## src/rtl/cache_types_pkg.sv

```systemverilog
`default_nettype none
// +----------------------------------------------------------------------------+
// | Package     : cache_types                                                  |
// | Description : Types shared by the caches and the physical-memory arbiter.  |
// | Revision    : 1.0 - initial release                                        |
// +----------------------------------------------------------------------------+
package cache_types;

    localparam int CACHE_LINE_W = 256;

    typedef logic [CACHE_LINE_W-1:0] pmem_line_t;

    typedef enum logic [1:0] {
        IDLE    = 2'd0,
        SERVE_I = 2'd1,
        SERVE_D = 2'd2,
        DONE    = 2'd3
    } pmem_arb_state_t;

    typedef enum logic {
        GRANT_I = 1'b0,
        GRANT_D = 1'b1
    } pmem_grant_t;

endpackage
`default_nettype wire

```

## src/rtl/pmem_arb_select.sv

```systemverilog
`default_nettype none
// +----------------------------------------------------------------------------+
// | Module      : pmem_arb_select                                              |
// | Description : Combinational two-way winner pick. A lone requester always   |
// |               wins; a tie goes to the requester that was not served last.  |
// | Revision    : 1.0 - initial release                                        |
// +----------------------------------------------------------------------------+
module pmem_arb_select
    import cache_types::*;
(
    input  logic        i_icache_req,
    input  logic        i_dcache_req,
    input  pmem_grant_t i_last_grant,
    output pmem_grant_t o_grant
);

    // D wins when alone, or on a tie when I was the last one served.
    always_comb begin
        o_grant = GRANT_I;
        if (i_dcache_req && (!i_icache_req || (i_last_grant == GRANT_I))) begin
            o_grant = GRANT_D;
        end
    end

endmodule
`default_nettype wire

```

## src/rtl/pmem_arbiter.sv

```systemverilog
`default_nettype none
// +----------------------------------------------------------------------------+
// | Module      : pmem_arbiter                                                 |
// | Description : Shares one line-wide memory port between the I-cache and the |
// |               D-cache. The winning command is registered and held until    |
// |               pmem_resp; the completion is routed to the winner only.      |
// |               Build option PMEM_ARB_RR_EN: round-robin tie-break instead   |
// |               of fixed D-over-I priority.                                  |
// | Revision    : 1.0 - initial release                                        |
// +----------------------------------------------------------------------------+
module pmem_arbiter
    import cache_types::*;
#(
    parameter int LINE_W = CACHE_LINE_W,
    parameter int ADDR_W = 32
) (
    input  logic              clk,
    input  logic              rst_n,
    input  logic [ADDR_W-1:0] i_pmem_address,
    input  logic              i_pmem_read,
    output logic [LINE_W-1:0] i_pmem_rdata,
    output logic              i_pmem_resp,
    input  logic [ADDR_W-1:0] d_pmem_address,
    input  logic              d_pmem_read,
    input  logic              d_pmem_write,
    input  logic [LINE_W-1:0] d_pmem_wdata,
    output logic [LINE_W-1:0] d_pmem_rdata,
    output logic              d_pmem_resp,
    output logic [ADDR_W-1:0] pmem_address,
    output logic              pmem_read,
    output logic              pmem_write,
    output logic [LINE_W-1:0] pmem_wdata,
    input  logic [LINE_W-1:0] pmem_rdata,
    input  logic              pmem_resp
);

    pmem_arb_state_t   r_state;
    pmem_arb_state_t   w_state_next;
    pmem_grant_t       w_grant;
    pmem_grant_t       w_last_grant;
    logic              w_d_req;
    logic              w_load;
    logic              w_clear;
    logic [ADDR_W-1:0] r_pmem_address;
    logic              r_pmem_read;
    logic              r_pmem_write;
    logic [LINE_W-1:0] r_pmem_wdata;

    assign w_d_req = d_pmem_read | d_pmem_write;

    pmem_arb_select u_select (
        .i_icache_req (i_pmem_read),
        .i_dcache_req (w_d_req),
        .i_last_grant (w_last_grant),
        .o_grant      (w_grant)
    );

`ifdef PMEM_ARB_RR_EN
    pmem_grant_t r_last_grant;

    // Remember who was served last so the next tie goes to the other cache.
    always_ff @(posedge clk or negedge rst_n) begin
        if (!rst_n) begin
            r_last_grant <= GRANT_I;
        end else if (w_load) begin
            r_last_grant <= w_grant;
        end
    end

    assign w_last_grant = r_last_grant;
`else
    // Pretending I was always served last hands every tie to the D-cache.
    assign w_last_grant = GRANT_I;
`endif

    // State register.
    always_ff @(posedge clk or negedge rst_n) begin
        if (!rst_n) begin
            r_state <= IDLE;
        end else begin
            r_state <= w_state_next;
        end
    end

    // Next state: grant only from IDLE, complete on pmem_resp, spend one cycle in DONE.
    always_comb begin
        w_state_next = r_state;
        w_load       = 1'b0;
        w_clear      = 1'b0;
        case (r_state)
            IDLE: begin
                if (i_pmem_read || w_d_req) begin
                    w_load       = 1'b1;
                    w_state_next = (w_grant == GRANT_D) ? SERVE_D : SERVE_I;
                end
            end
            SERVE_I, SERVE_D: begin
                if (pmem_resp) begin
                    w_clear      = 1'b1;
                    w_state_next = DONE;
                end
            end
            DONE:    w_state_next = IDLE;
            default: w_state_next = IDLE;
        endcase
    end

    // Command register: capture the winner once, hold it, drop read/write on completion.
    // A D request with both read and write set is treated as a write-back.
    always_ff @(posedge clk or negedge rst_n) begin
        if (!rst_n) begin
            r_pmem_address <= '0;
            r_pmem_read    <= 1'b0;
            r_pmem_write   <= 1'b0;
            r_pmem_wdata   <= '0;
        end else if (w_load) begin
            if (w_grant == GRANT_D) begin
                r_pmem_address <= d_pmem_address;
                r_pmem_read    <= ~d_pmem_write;
                r_pmem_write   <= d_pmem_write;
                r_pmem_wdata   <= d_pmem_wdata;
            end else begin
                r_pmem_address <= i_pmem_address;
                r_pmem_read    <= 1'b1;
                r_pmem_write   <= 1'b0;
            end
        end else if (w_clear) begin
            r_pmem_read  <= 1'b0;
            r_pmem_write <= 1'b0;
        end
    end

    assign pmem_address = r_pmem_address;
    assign pmem_read    = r_pmem_read;
    assign pmem_write   = r_pmem_write;
    assign pmem_wdata   = r_pmem_wdata;

    // Read data is broadcast; only the completion strobe is steered.
    assign i_pmem_rdata = pmem_rdata;
    assign d_pmem_rdata = pmem_rdata;
    assign i_pmem_resp  = (r_state == SERVE_I) & pmem_resp;
    assign d_pmem_resp  = (r_state == SERVE_D) & pmem_resp;

`ifndef SYNTHESIS
    a_d_read_write_exclusive : assert property (
        @(posedge clk) disable iff (!rst_n) !(d_pmem_read && d_pmem_write)
    );
`endif

endmodule
`default_nettype wire

```

## config.mk

```make
export PLATFORM = sky130hd
export DESIGN_NAME = pmem_arbiter
export DESIGN_NICKNAME = d
export VERILOG_FILES = /design/src/rtl/cache_types_pkg.sv /design/src/rtl/pmem_arb_select.sv /design/src/rtl/pmem_arbiter.sv
export SDC_FILE = /design/constraint.sdc
export NUM_CORES = 1
export LEC_CHECK = 0
export CORE_AREA = 2 2 540 542
export CTS_BUF_LIST = sky130_fd_sc_hd__clkbuf_8
export DETAILED_ROUTE_END_ITERATION = 10
export DIE_AREA = 0 0 542 544
export GPL_ROUTABILITY_DRIVEN = 1
export MAX_ROUTING_LAYER = met4
export PLACE_DENSITY = 0.3
export SKIP_CTS_REPAIR_TIMING = 1
export SYNTH_ARGS = -nofsm -noshare
export SYNTH_HDL_FRONTEND = slang
export SYNTH_HIERARCHICAL = 1
export SYNTH_SLANG_ARGS = --single-unit
```

## constraint.sdc

```tcl
create_clock -name clk -period 2.2 [get_ports clk]
set_input_delay 0.44 -clock clk [delete_from_list [all_inputs] [get_ports clk]]
set_output_delay 0.44 -clock clk [all_outputs]
set_load 0.05 [all_outputs]
```

After elaboration in Yosys (flattened, before gate mapping). Index checks and enable logic that the tools add are counted.

Output and inout bits: 804. Memory bits (read-only): 0. Memories: 0. Memory bits (writable): 0. Latch bits: 0. Flip-flop bits (word level): 292. Logic and storage cells: 35.

Bitwise operators: 4. Add/sub/neg operators: 0. Magnitude comparators: 0. Reductions and logical operators: 6. Multiplexer cells: 15. Shift-type cells: 0. Eq/ne operators: 5. Multiply operators: 0. Div/mod/pow operators: 0.

Operators with widths (number): $mux W32 (1); $mux W1 (10); $mux W2 (3); $pmux W2 S3 (1); $eq A2 B2 Y1 const B (2); $ne A2 B2 Y1 const B (2); $reduce_and A2 Y1 (2); $and A1 B1 Y1 (2); $eq A2 B1 Y1 const B (1); $logic_not A2 Y1 (1); $reduce_bool A2 Y1 (1); $reduce_or A2 Y1 (1); $logic_or A1 B1 Y1 (1); $not A1 Y1 (1); $or A1 B1 Y1 (1).

Longest topological paths before layout.
Depth in word-level cells: 5. Depth in mapped cells: 8.

Hierarchy. Netlist, hierarchy kept.

By module, submodules not included: pmem_arbiter (area each 16136.7 um^2, instances 1, cells an instance 1222, sequential area each 7307.0 um^2); pmem_arb_select (area each 11.3 um^2, instances 1, cells an instance 1, sequential area each 0.0 um^2).

Worst setup path before layout. Ideal clock, no wire load.

Path kind: input -> register. Start point: in d_pmem_read. End point: reg r_pmem_wdata[100] (netlist: pmem_wdata[100]). Setup slack: 304 ps. Arrival: 1771 ps. Stages on the path: 8. Data required time: 2075 ps. Path buffers: 3. Cells stage by stage: or2_2 -> a21boi_2 -> buf_4 -> nand2_1 -> nor2_4 -> buf_12 -> buf_12 -> mux2_4.

Elaborated cells between the ends (all ways): 6. Classes of those cells: mux (3); bitwise (1); reduce/logical (2).

RTL lines: start: declaration (line pmem_arbiter.sv:24) `input logic d_pmem_read,`; $or A1 B1 Y1 (line pmem_arbiter.sv:49) `assign w_d_req = d_pmem_read | d_pmem_write;`; $mux W1 (line pmem_arb_select.sv:20) `if (i_dcache_req && (!i_icache_req || (i_last_grant == GRANT_I))) begin`; via w_grant (line pmem_arbiter.sv:39) `pmem_grant_t w_grant;`; $reduce_and A2 Y1 (no source line); end signal: assignment (line pmem_arbiter.sv:121) `r_pmem_wdata <= d_pmem_wdata;`; end: declaration (line pmem_arbiter.sv:47) `logic [LINE_W-1:0] r_pmem_wdata;`.

The timed path passes the listed nets, and every way through them passes these cells. A chain may end at the register's enable or synchronous reset.

Worst setup path in the final report.
Start point: reg r_state[1]. End point: out i_pmem_resp.

Cells in the longest elaborated chain, start to end: 2.

Ends and longest elaborated chain: start: declaration (line pmem_arbiter.sv:37) `pmem_arb_state_t r_state;`; start signal: assignment (line pmem_arbiter.sv:81) `r_state <= w_state_next;`; $eq A2 B1 Y1 (line pmem_arbiter.sv:141) `assign i_pmem_resp = (r_state == SERVE_I) & pmem_resp;`; $and A1 B1 Y1 (line pmem_arbiter.sv:141); end: declaration (line pmem_arbiter.sv:22) `output logic i_pmem_resp,`.

Every way passes these cells.

==> results.cfg <==
[setup_path]
crit_type = flip-flop to output pin
critical_path.startpoint = r_state[1]$_DFFE_PN0P_
arrival_ns = 1.63
crit_fanout = 3
worst_r2r_endpoint = pmem_wdata[22]$_DFFE_PN0P_
r2r.worst_path.cells = 8
cp.required_ns = 1.76
setup.worst_path.end = i_pmem_resp
regToRegStartpoint = r_state[0]$_DFFE_PN0P_
timing.reg2reg.setup_slack_ns = 0.20
critPathCaptureType = output pin
setup.worst_path.start_class = flip-flop

[run_status]
status = finished clean

[clocking]
tritoncts.num_buffers = 68
clock_insertion_delay_worst_skew_ns = 0.73
clockBufferDepth = 3
clock_tree_from_tritoncts = yes
tritoncts_num_sinks = 292
htreeDepth = 3
clock-root-buffer = sky130_fd_sc_hd__clkbuf_8
worst_setup_hold_path_clk_slew_ns = 0.07

[pwr]
totalPowerFinal_w = 0.04325
power.clock.fraction_pct = 16.3
worst_vdd_ir_mv = 0.7698
leakagePower_nw = 10.62
power.combinational.fraction_pct = 60.6
netSwitchingPower_w = 0.02236
power_report.internal_total_w = 0.02089
power_density_nw_per_um2 = 1730
power.switching_fraction_pct = 51.70
register_share_of_total_power_pct = 23.1

[logic_synthesis]
synth_seq_cells = 292
synth_commonest_cells = 516 x sky130_fd_sc_hd__buf_4, 292 x sky130_fd_sc_hd__dfrtp_1, 200 x sky130_fd_sc_hd__mux2_4, 58 x sky130_fd_sc_hd__mux2_2, 37 x sky130_fd_sc_hd__nand2_1
netlist-cell-type-count = 25
post_synth_xor_area_fraction_pct = 0
syn-num-nets = 1809
largest_family_of_logic_cells_by_synthesized_area = buffers and inverters
synth_sequential_area_ratio_pct = 45.25
synth_simple_gate_area_share_pct = 1.224
synth-compound-area-share_pct = 1.278
synthTopCellsByArea = sky130_fd_sc_hd__dfrtp_1 45%, sky130_fd_sc_hd__buf_4 24%, sky130_fd_sc_hd__mux2_4 19%
total_standard_cell_area_after_synthesis_um2 = 16150
synth_largest_type_area_fraction_pct = 45.25
synthMuxAreaShare_pct = 24.62
number_of_synthesized_flops_with_an_enable_pin = 0
yosysWarningCount = 6
main_synth_ff_type = sky130_fd_sc_hd__dfrtp_1
synth_top_cell_by_area = sky130_fd_sc_hd__dfrtp_1
synth-adder-area-share_pct = 0.3099
syn_area_per_cell_um2 = 13.20
post_synth_inst_count = 1223
synth_async_sr_flop_share_pct = 100.0
synth_most_common_cell = sky130_fd_sc_hd__buf_4

[drt]
final_antenna_net_count = 0
via_count = 10216
avgRoutedWirePerCell_um = 25.22
drt_first_pass_iters = 4
wl_um = 133700
drc = 0
drtIter0Drc = 341
vias_per_cell = 1.926

[floorplanning]
dieWidth_um = 542
floorplan.die.height_um = 544
io_pins = 1386
starting_utilization_of_the_core_area_pct = 5.581
die_area_um2 = 294800
fp.coreArea_um2 = 289400
rows = 198

[timing]
worst_clock_skew_ns = 0.04663
finalSetupViolations = 0
layout_worst_path_cycle_share_pct = 94.16
timing.setup.tns_ns = 0
report.final.slew_viol_count = 0
finalHoldViolations = 0
slew_at_the_pin_closest_to_its_max_slew_limit_ns = 0.5891
rsz0062_at_grt = true
period_minus_slack_ns = 2.072
timing.fmax_mhz = 482.7
maxSlewHeadroom_pct = 60.66
worst_slack_on_hold_paths_ns = 0.2058

[global_routing]
antenna_violations_before_repair = 100
number_of_global_route_vias_before_repair = 10997
grt_max_degree = 53
wire_length_of_the_first_global_routing_pass_um = 158600
globalRoute.totalOverflow = 0
global_route_total_usage_across_every_layer_pct = 9.008

[final_layout]
finish.instance_area_um2 = 24990
area_added_between_synthesis_and_finish_pct = 54.78
nNetsFinal = 2031
post_route_cells_drive_above_1_share_pct = 41.89

[min_path]
hold_path_class = input port to asynchronous set/reset pin

[place]
detailedPlacementHpwl_um = 117400
numPortBuffers = 617
finalWeightedCongestion = 0.7093
placement.cell_area_um2 = 23250

[run]
drv.max_cap_violation_count = 0
==> power groups by stage <==
stage	sequential (W)	clock, W	combinational, W
CTS	0.0102	0.00765	0.0273
global route	0.0104	0.00777	0.0280
global placement	0.0102	0	0.0273
finish	0.00999	0.00705	0.0262
detailed placement	0.0102	0	0.0272
floorplan	0.0192	0	0.00843
==> critical path: stages, from the launching register on <==
cell and delay, ns:
sky130_fd_sc_hd__dfrtp_1 0.38, sky130_fd_sc_hd__inv_2 0.06, sky130_fd_sc_hd__ha_1 0.18, sky130_fd_sc_hd__and2_4 0.14
sky130_fd_sc_hd__buf_12 0.14
==> routing by layer <==
layer / GRT usage [%] / part of all wire (%) / vias up
li1: - / - / 3999
met2: 12.35 / 40 / 1186
met4: 2.400 / 3.4 / 0
met1: 9.557 / 38 / 4658
met3: 7.663 / 19 / 373
met5: - / 0 / -
==> placed cells by master, fill, tap and decap left out, drive strengths merged, types with 2 or more instances in the layout <==
master / netlist / layout
o21ai: 33 / 33
inv: 3 / 28
clkinv: 0 / 8
diode: 0 / 11
dfrtp: 292 / 292
clkbuf: 2 / 79
dlymetal6s2s: 0 / 115
mux2: 258 / 258
buf: 549 / 263
bufinv: 0 / 5
mux2i: 32 / 32
clkdlybuf4s50: 0 / 324
nand2: 37 / 37
and2: 2 / 2
ha: 4 / 4
==> per-stage QoR <==
stage / setup WS (ns) / util, % / instances
after global placement: -0.3324 / 8.034 / 5173
after global routing: -0.04571 / 8.631 / 5295
final: 0.1285 / 8.638 / 5303
after CTS: -0.3811 / 8.521 / 5290
after detailed placement: -0.3110 / 8.034 / 5173
after floorplan: 0.3038 / - / 1223
==> how the worst min path moves through the flow <==
stage          startpoint                           to  slack, ns  depth (start not counted)
2_1_floorplan       rst_n  pmem_address[0]$_DFFE_PN0P_       0.14                          0
3_3_place_gp        rst_n   pmem_wdata[86]$_DFFE_PN0P_       0.37                          1
3_5_place_dp        rst_n   pmem_wdata[86]$_DFFE_PN0P_       0.37                          1
4_1_cts             rst_n   pmem_wdata[66]$_DFFE_PN0P_      -0.53                          1
5_1_grt             rst_n   pmem_wdata[66]$_DFFE_PN0P_       0.12                          2
6_report            rst_n   pmem_wdata[66]$_DFFE_PN0P_       0.21                          2
==> logic make-up after synthesis <==
kind of cell / count (synthesis)
flip-flops: 292
AND/OR/NAND/NOR: 44
other: 1
buffers and inverters: 554
adder cells (fa/ha/maj): 4
AO/OA/AOI/OAI: 38
multiplexers: 290
==> cell type report <==
cell class,instances,area (um^2)
sequential,292,7307
timing repair buffer,703,7024
clock buffer,79,1087
tap,3800,4755
clock inverter,38,321.6
multi-input combinational,377,4461
fill,33390,264400
inverter,3,11.26
antenna,11,27.53
==> registers in the layout (all words and copies together), names as in the netlist <==
signal / cells
r_state: 2
pmem_read: 1
pmem_wdata: 256
pmem_write: 1
pmem_address: 32
(Power assumes the default switching activity.)
==> RTL edit 1, RTL diff (config.mk and constraints unchanged) <==
Set the package constant `CACHE_LINE_W` to 248 (it was 256).
--- a/src/rtl/cache_types_pkg.sv
+++ b/src/rtl/cache_types_pkg.sv
@@ -7,5 +7,5 @@
 package cache_types;
 
-    localparam int CACHE_LINE_W = 256;
+    localparam int CACHE_LINE_W = 248;
 
     typedef logic [CACHE_LINE_W-1:0] pmem_line_t;
Ports: changed (5 resized); port bits go from 1386 to 1346. No check against the original RTL was run, so the function may have changed too.
==> RTL edit 1 against the original RTL <==
Sequential cell count decreased by 8; synthesized area shrank 2.7%; cell area fell by 3.2%; power down 3.5%; routed wire length is 1.1% lower; worst setup slack got worse by 0.014 ns; maximum frequency decreased by 0.68%.
==> RTL edit 1: results (changes against the original RTL) <==
INFO  metric top_cells_by_area_in_the_synthesized_netlist = dfrtp_1 (45%), buf_4 (24%), mux2_4 (19%), mux2_2 (3.7%), buf_12 (2.8%) (was dfrtp_1 (45%), buf_4 (24%), mux2_4 (19%), mux2_2 (4.0%), buf_12 (2.7%))
INFO  metric grt_use_met2 = 12.2% (was 12.3%)
INFO  metric clk-insertion-delay-late = 0.73 ns (about the same)
INFO  metric critical-path-max-stage-delay = 0.40 ns (was 0.38 ns)
INFO  metric first_global_vias = 10.7k (was 11.0k)
INFO  metric wl_per_cell = 25.2 um (about the same)
INFO  metric largest_register_ffs = 248 (was 256)
INFO  metric synth.yosys.seq_area_share = 45.2% (was 45.3%)
INFO  metric outcome = finished, final reports clean (unchanged)
INFO  metric vdd.ir_drop.worst = 0.600 mV (was 0.770 mV)
INFO  metric fillerInstances = 33.5k (was 33.4k)
INFO  metric post-dp-hpwl = 115,000 um (was 117,000 um)
INFO  metric p_leak = 10.2 nW (was 10.6 nW)
INFO  metric vias = 9,987 (was 10.2k)
INFO  metric drive_gt1_share = 41.0% (was 41.9%)
INFO  metric route.met3.wl = 28,600 um (was 25,200 um)
INFO  metric number_of_nets_in_the_finished_design = 1,952 (was 2,031)
INFO  metric post_synth_num_cell_types = 24 (was 25)
INFO  metric yosys-top-cells-count = buf_4 (501), dfrtp_1 (284), mux2_4 (198), mux2_2 (52), nand2_1 (37) (was buf_4 (516), dfrtp_1 (292), mux2_4 (200), mux2_2 (58), nand2_1 (37))
INFO  metric synth_nets = 1,760 (was 1,809)
INFO  metric globalRouteTotalUtil = 8.92% (was 9.01%)
INFO  metric cts_buffers = 67 (was 68)
INFO  metric detail_route.wirelength.met1 = 47,400 um (was 51,100 um)
INFO  metric crit_arrival = 1.65 ns (was 1.63 ns)
INFO  metric worst_slew_margin_rel = 61.3% (was 60.7%)
INFO  metric use_met1 = 8.86% (was 9.56%)
INFO  metric critical_path.reg2reg.endpoint = pmem_wdata[162]$_DFFE_PN0P_ (was pmem_wdata[22]$_DFFE_PN0P_)
INFO  metric regToRegSetupSlack = 0.13 ns (was 0.20 ns)
INFO  metric finalClockSkew = 0.0578 ns (was 0.0466 ns)
INFO  metric ff2ff_path_depth = 9 (was 8)
INFO  metric antenna_violations_before_repair = 127 (was 100)
INFO  metric wl_met2 = 51,900 um (was 52,800 um)
INFO  metric port_buffers = 601 (was 617)
INFO  metric grt_max_degree = 69 (was 53)
INFO  metric grt_first_pass_wirelength = 156,000 um (was 159,000 um)
INFO  metric gr-usage-met3 = 8.74% (was 7.66%)
INFO  metric crit_path_to = i_pmem_resp (unchanged)
INFO  metric final.hold.worst_slack = 0.256 ns (was 0.206 ns)
==> RTL edit 1: cell count changes in the layout (fill, tap and decap cells not counted), moves of 4 or more <==
cell             before  now
dlymetal6s2s_1      115  111
buf_4               234  208
diode_2              11   19
mux2_2               58   52
inv_1                23   19
clkdlybuf4s50_1     324  316
buf_12               28   20
dfrtp_1             292  284
==> RTL edit 1: cell families (layout without fill, tap and decap cells) <==
family / Yosys count / count (layout) / share of synthesized area, %
flops: 284 / 284 / 45.2
compound gates: 38 / 38 / 1.31
buf+inv: 537 / 775 / 27.2
mux: 282 / 282 / 24.7
other cells: 1 / 20 / 0.0239
simple gates: 44 / 44 / 1.26
fa+ha+maj: 4 / 4 / 0.319
==> RTL edit 1: per-stage QoR <==
step	instances	power (W)	util, %	cell area [um^2]	worst slack [ns]
after floorplan	1190	0.0269	-	15700	0.298
after CTS	5223	0.0433	8.23	23800	-0.399
after detailed placement	5108	0.0360	7.76	22500	-0.472
after global routing	5230	0.0447	8.35	24100	-0.0470
final	5247	0.0418	8.36	24200	0.114
after global placement	5108	0.0360	7.76	22500	-0.503
==> RTL edit 1: cell type report <==
type	instances	area [um^2]	area share [%]
antenna	19	47.5	0.197
clock buffer	79	1090	4.49
clock inverter	36	269	1.11
inverter	3	11.3	0.0466
multi-input combinational	369	4380	18.1
sequential	284	7110	29.4
tap	3800	4750	19.7
timing repair buffer	657	6540	27.0
==> RTL edit 1: report_power, final <==
group	internal [W]	switching, W	leakage [nW]	total [W]
combinational	0.00845	0.0169	6.02	0.0254
sequential	0.00794	0.00165	3.37	0.00960
clock	0.00363	0.00314	0.766	0.00678
total	0.0200	0.0217	10.2	0.0418
==> RTL edit 2, RTL diff (same flow settings) <==
Made on the original files. Register the inputs `i_pmem_address`, `i_pmem_read`, `d_pmem_address`, `d_pmem_wdata`, `pmem_rdata` and `pmem_resp` before use, without a reset. The logic sees them one clock later. The other inputs are not delayed to match. Comments in the files are not updated.
--- a/src/rtl/pmem_arbiter.sv
+++ b/src/rtl/pmem_arbiter.sv
@@ -35,4 +35,20 @@
 );
 
+    logic [ADDR_W-1:0] i_pmem_address_q;
+    logic i_pmem_read_q;
+    logic [ADDR_W-1:0] d_pmem_address_q;
+    logic [LINE_W-1:0] d_pmem_wdata_q;
+    logic [LINE_W-1:0] pmem_rdata_q;
+    logic pmem_resp_q;
+
+    always_ff @(posedge clk) begin
+        i_pmem_address_q <= i_pmem_address;
+        i_pmem_read_q    <= i_pmem_read;
+        d_pmem_address_q <= d_pmem_address;
+        d_pmem_wdata_q   <= d_pmem_wdata;
+        pmem_rdata_q     <= pmem_rdata;
+        pmem_resp_q      <= pmem_resp;
+    end
+
     pmem_arb_state_t   r_state;
     pmem_arb_state_t   w_state_next;
@@ -50,5 +66,5 @@
 
     pmem_arb_select u_select (
-        .i_icache_req (i_pmem_read),
+        .i_icache_req (i_pmem_read_q),
         .i_dcache_req (w_d_req),
         .i_last_grant (w_last_grant),
@@ -90,5 +106,5 @@
         case (r_state)
             IDLE: begin
-                if (i_pmem_read || w_d_req) begin
+                if (i_pmem_read_q || w_d_req) begin
                     w_load       = 1'b1;
                     w_state_next = (w_grant == GRANT_D) ? SERVE_D : SERVE_I;
@@ -96,5 +112,5 @@
             end
             SERVE_I, SERVE_D: begin
-                if (pmem_resp) begin
+                if (pmem_resp_q) begin
                     w_clear      = 1'b1;
                     w_state_next = DONE;
@@ -116,10 +132,10 @@
         end else if (w_load) begin
             if (w_grant == GRANT_D) begin
-                r_pmem_address <= d_pmem_address;
+                r_pmem_address <= d_pmem_address_q;
                 r_pmem_read    <= ~d_pmem_write;
                 r_pmem_write   <= d_pmem_write;
-                r_pmem_wdata   <= d_pmem_wdata;
+                r_pmem_wdata   <= d_pmem_wdata_q;
             end else begin
-                r_pmem_address <= i_pmem_address;
+                r_pmem_address <= i_pmem_address_q;
                 r_pmem_read    <= 1'b1;
                 r_pmem_write   <= 1'b0;
@@ -137,8 +153,8 @@
 
     // Read data is broadcast; only the completion strobe is steered.
-    assign i_pmem_rdata = pmem_rdata;
-    assign d_pmem_rdata = pmem_rdata;
-    assign i_pmem_resp  = (r_state == SERVE_I) & pmem_resp;
-    assign d_pmem_resp  = (r_state == SERVE_D) & pmem_resp;
+    assign i_pmem_rdata = pmem_rdata_q;
+    assign d_pmem_rdata = pmem_rdata_q;
+    assign i_pmem_resp  = (r_state == SERVE_I) & pmem_resp_q;
+    assign d_pmem_resp  = (r_state == SERVE_D) & pmem_resp_q;
 
 `ifndef SYNTHESIS
Function: changed (Yosys sat finds a counterexample within 4 cycles, from zero or initial values and one cycle with rst_n low).
==> RTL edit 2 against the original RTL <==
The run now ends with setup timing left; clock skew up 0.012 ns; worst setup slack worse by 0.26 ns; synthesized area up 60%; sequential cell count up 578; power up 59%; cell area up 99%; synthesized cell count up 26%; routed wire length up 23%; first-iteration DRC count up 93%; worst hold slack worse by 0.063 ns; largest cell class unchanged.
==> RTL edit 2: results (changes against the original RTL) <==
INFO  metric outcome = finished with violations (was finished, final reports clean)
INFO  metric failed_checks = setup timing
INFO  metric top_cells_by_area_in_the_synthesized_netlist = dfxtp_1 (45%), dfrtp_1 (28%), mux2_4 (13%), buf_4 (7.5%), mux2_2 (1.7%) (was dfrtp_1 (45%), buf_4 (24%), mux2_4 (19%), mux2_2 (4.0%), buf_12 (2.7%))
INFO  metric synth_nets = 2,131 (was 1,809)
INFO  metric drive_gt1_share = 41.6% (was 41.9%)
INFO  metric vdd.ir_drop.worst = 0.566 mV (was 0.770 mV)
INFO  metric routed_wl = 165,000 um (was 134,000 um)
INFO  metric area_share_clock_buf_inv = 8.27% (was 5.64%)
INFO  metric number_of_nets_in_the_finished_design = 4,034 (was 2,031)
INFO  metric grt_max_degree = 67 (was 53)
INFO  metric synth_top_family_by_area = multiplexers (was buffers and inverters)
INFO  metric nNonClkBuffers = 2,008 (was 703)
INFO  metric synth.area.mux_share = 15.6% (was 24.6%)
INFO  metric first_global_vias = 18.8k (was 11.0k)
INFO  metric timing.final.setup_violations = 2 (was 0)
INFO  metric post-route-worst-setup-slack = -0.130 ns (was 0.128 ns)
INFO  metric ff2ff_path_depth = 9 (was 8)
INFO  metric worst_slew_pin_slew = 0.789 ns (was 0.589 ns)
INFO  metric switching_share = 42.5% (was 51.7%)
INFO  metric synth.yosys.seq_area_share = 73.0% (was 45.3%)
INFO  metric grt_first_pass_wirelength = 204,000 um (was 159,000 um)
INFO  metric fillerInstances = 32.0k (was 33.4k)
INFO  metric finish.utilization = 17.2% (was 8.64%)
INFO  metric critical-path-max-stage-delay = 0.41 ns (was 0.38 ns)
INFO  metric crit_arrival = 1.89 ns (was 1.63 ns)
INFO  metric fin_setup_tns = -0.244 ns (was 0 ns)
INFO  metric synth_fa_ha_area_share = 0.193% (was 0.310%)
INFO  metric combinationalPowerShare = 40.0% (was 60.6%)
INFO  metric p_leak = 21.4 nW (was 10.6 nW)
INFO  metric critical_path.reg2reg.endpoint = pmem_wdata[47]$_DFFE_PN0P_ (was pmem_wdata[22]$_DFFE_PN0P_)
[RTL edit 2: worst max path at each step]
stage,from,endpoint,slack [ns],depth (start not counted)
after detailed placement,d_pmem_read,pmem_wdata[77]$_DFFE_PN0P_,-0.42,9
after floorplan,d_pmem_read,pmem_wdata[100]$_DFFE_PN0P_,0.31,8
final,r_state[0]$_DFFE_PN0P_,d_pmem_resp,-0.13,4
after global placement,d_pmem_read,pmem_wdata[120]$_DFFE_PN0P_,-0.42,9
after CTS,d_pmem_rdata[51]$_DFF_P_,d_pmem_rdata[51],-0.77,1
after global routing,r_state[1]$_DFFE_PN0P_,i_pmem_resp,-0.33,4
[RTL edit 2: logic make-up after synthesis]
logic type	after synthesis
flops	870
buf+inv	298
mux	290
simple gates	44
compound gates	38
fa+ha+maj	4
other cells	1
[RTL edit 2: layer usage]
layer,vias to the layer above,GRT usage (%)
met1,9325,12.2
met4,0,2.85
met3,307,5.40
li1,8771,-
met5,-,-
met2,1191,17.2
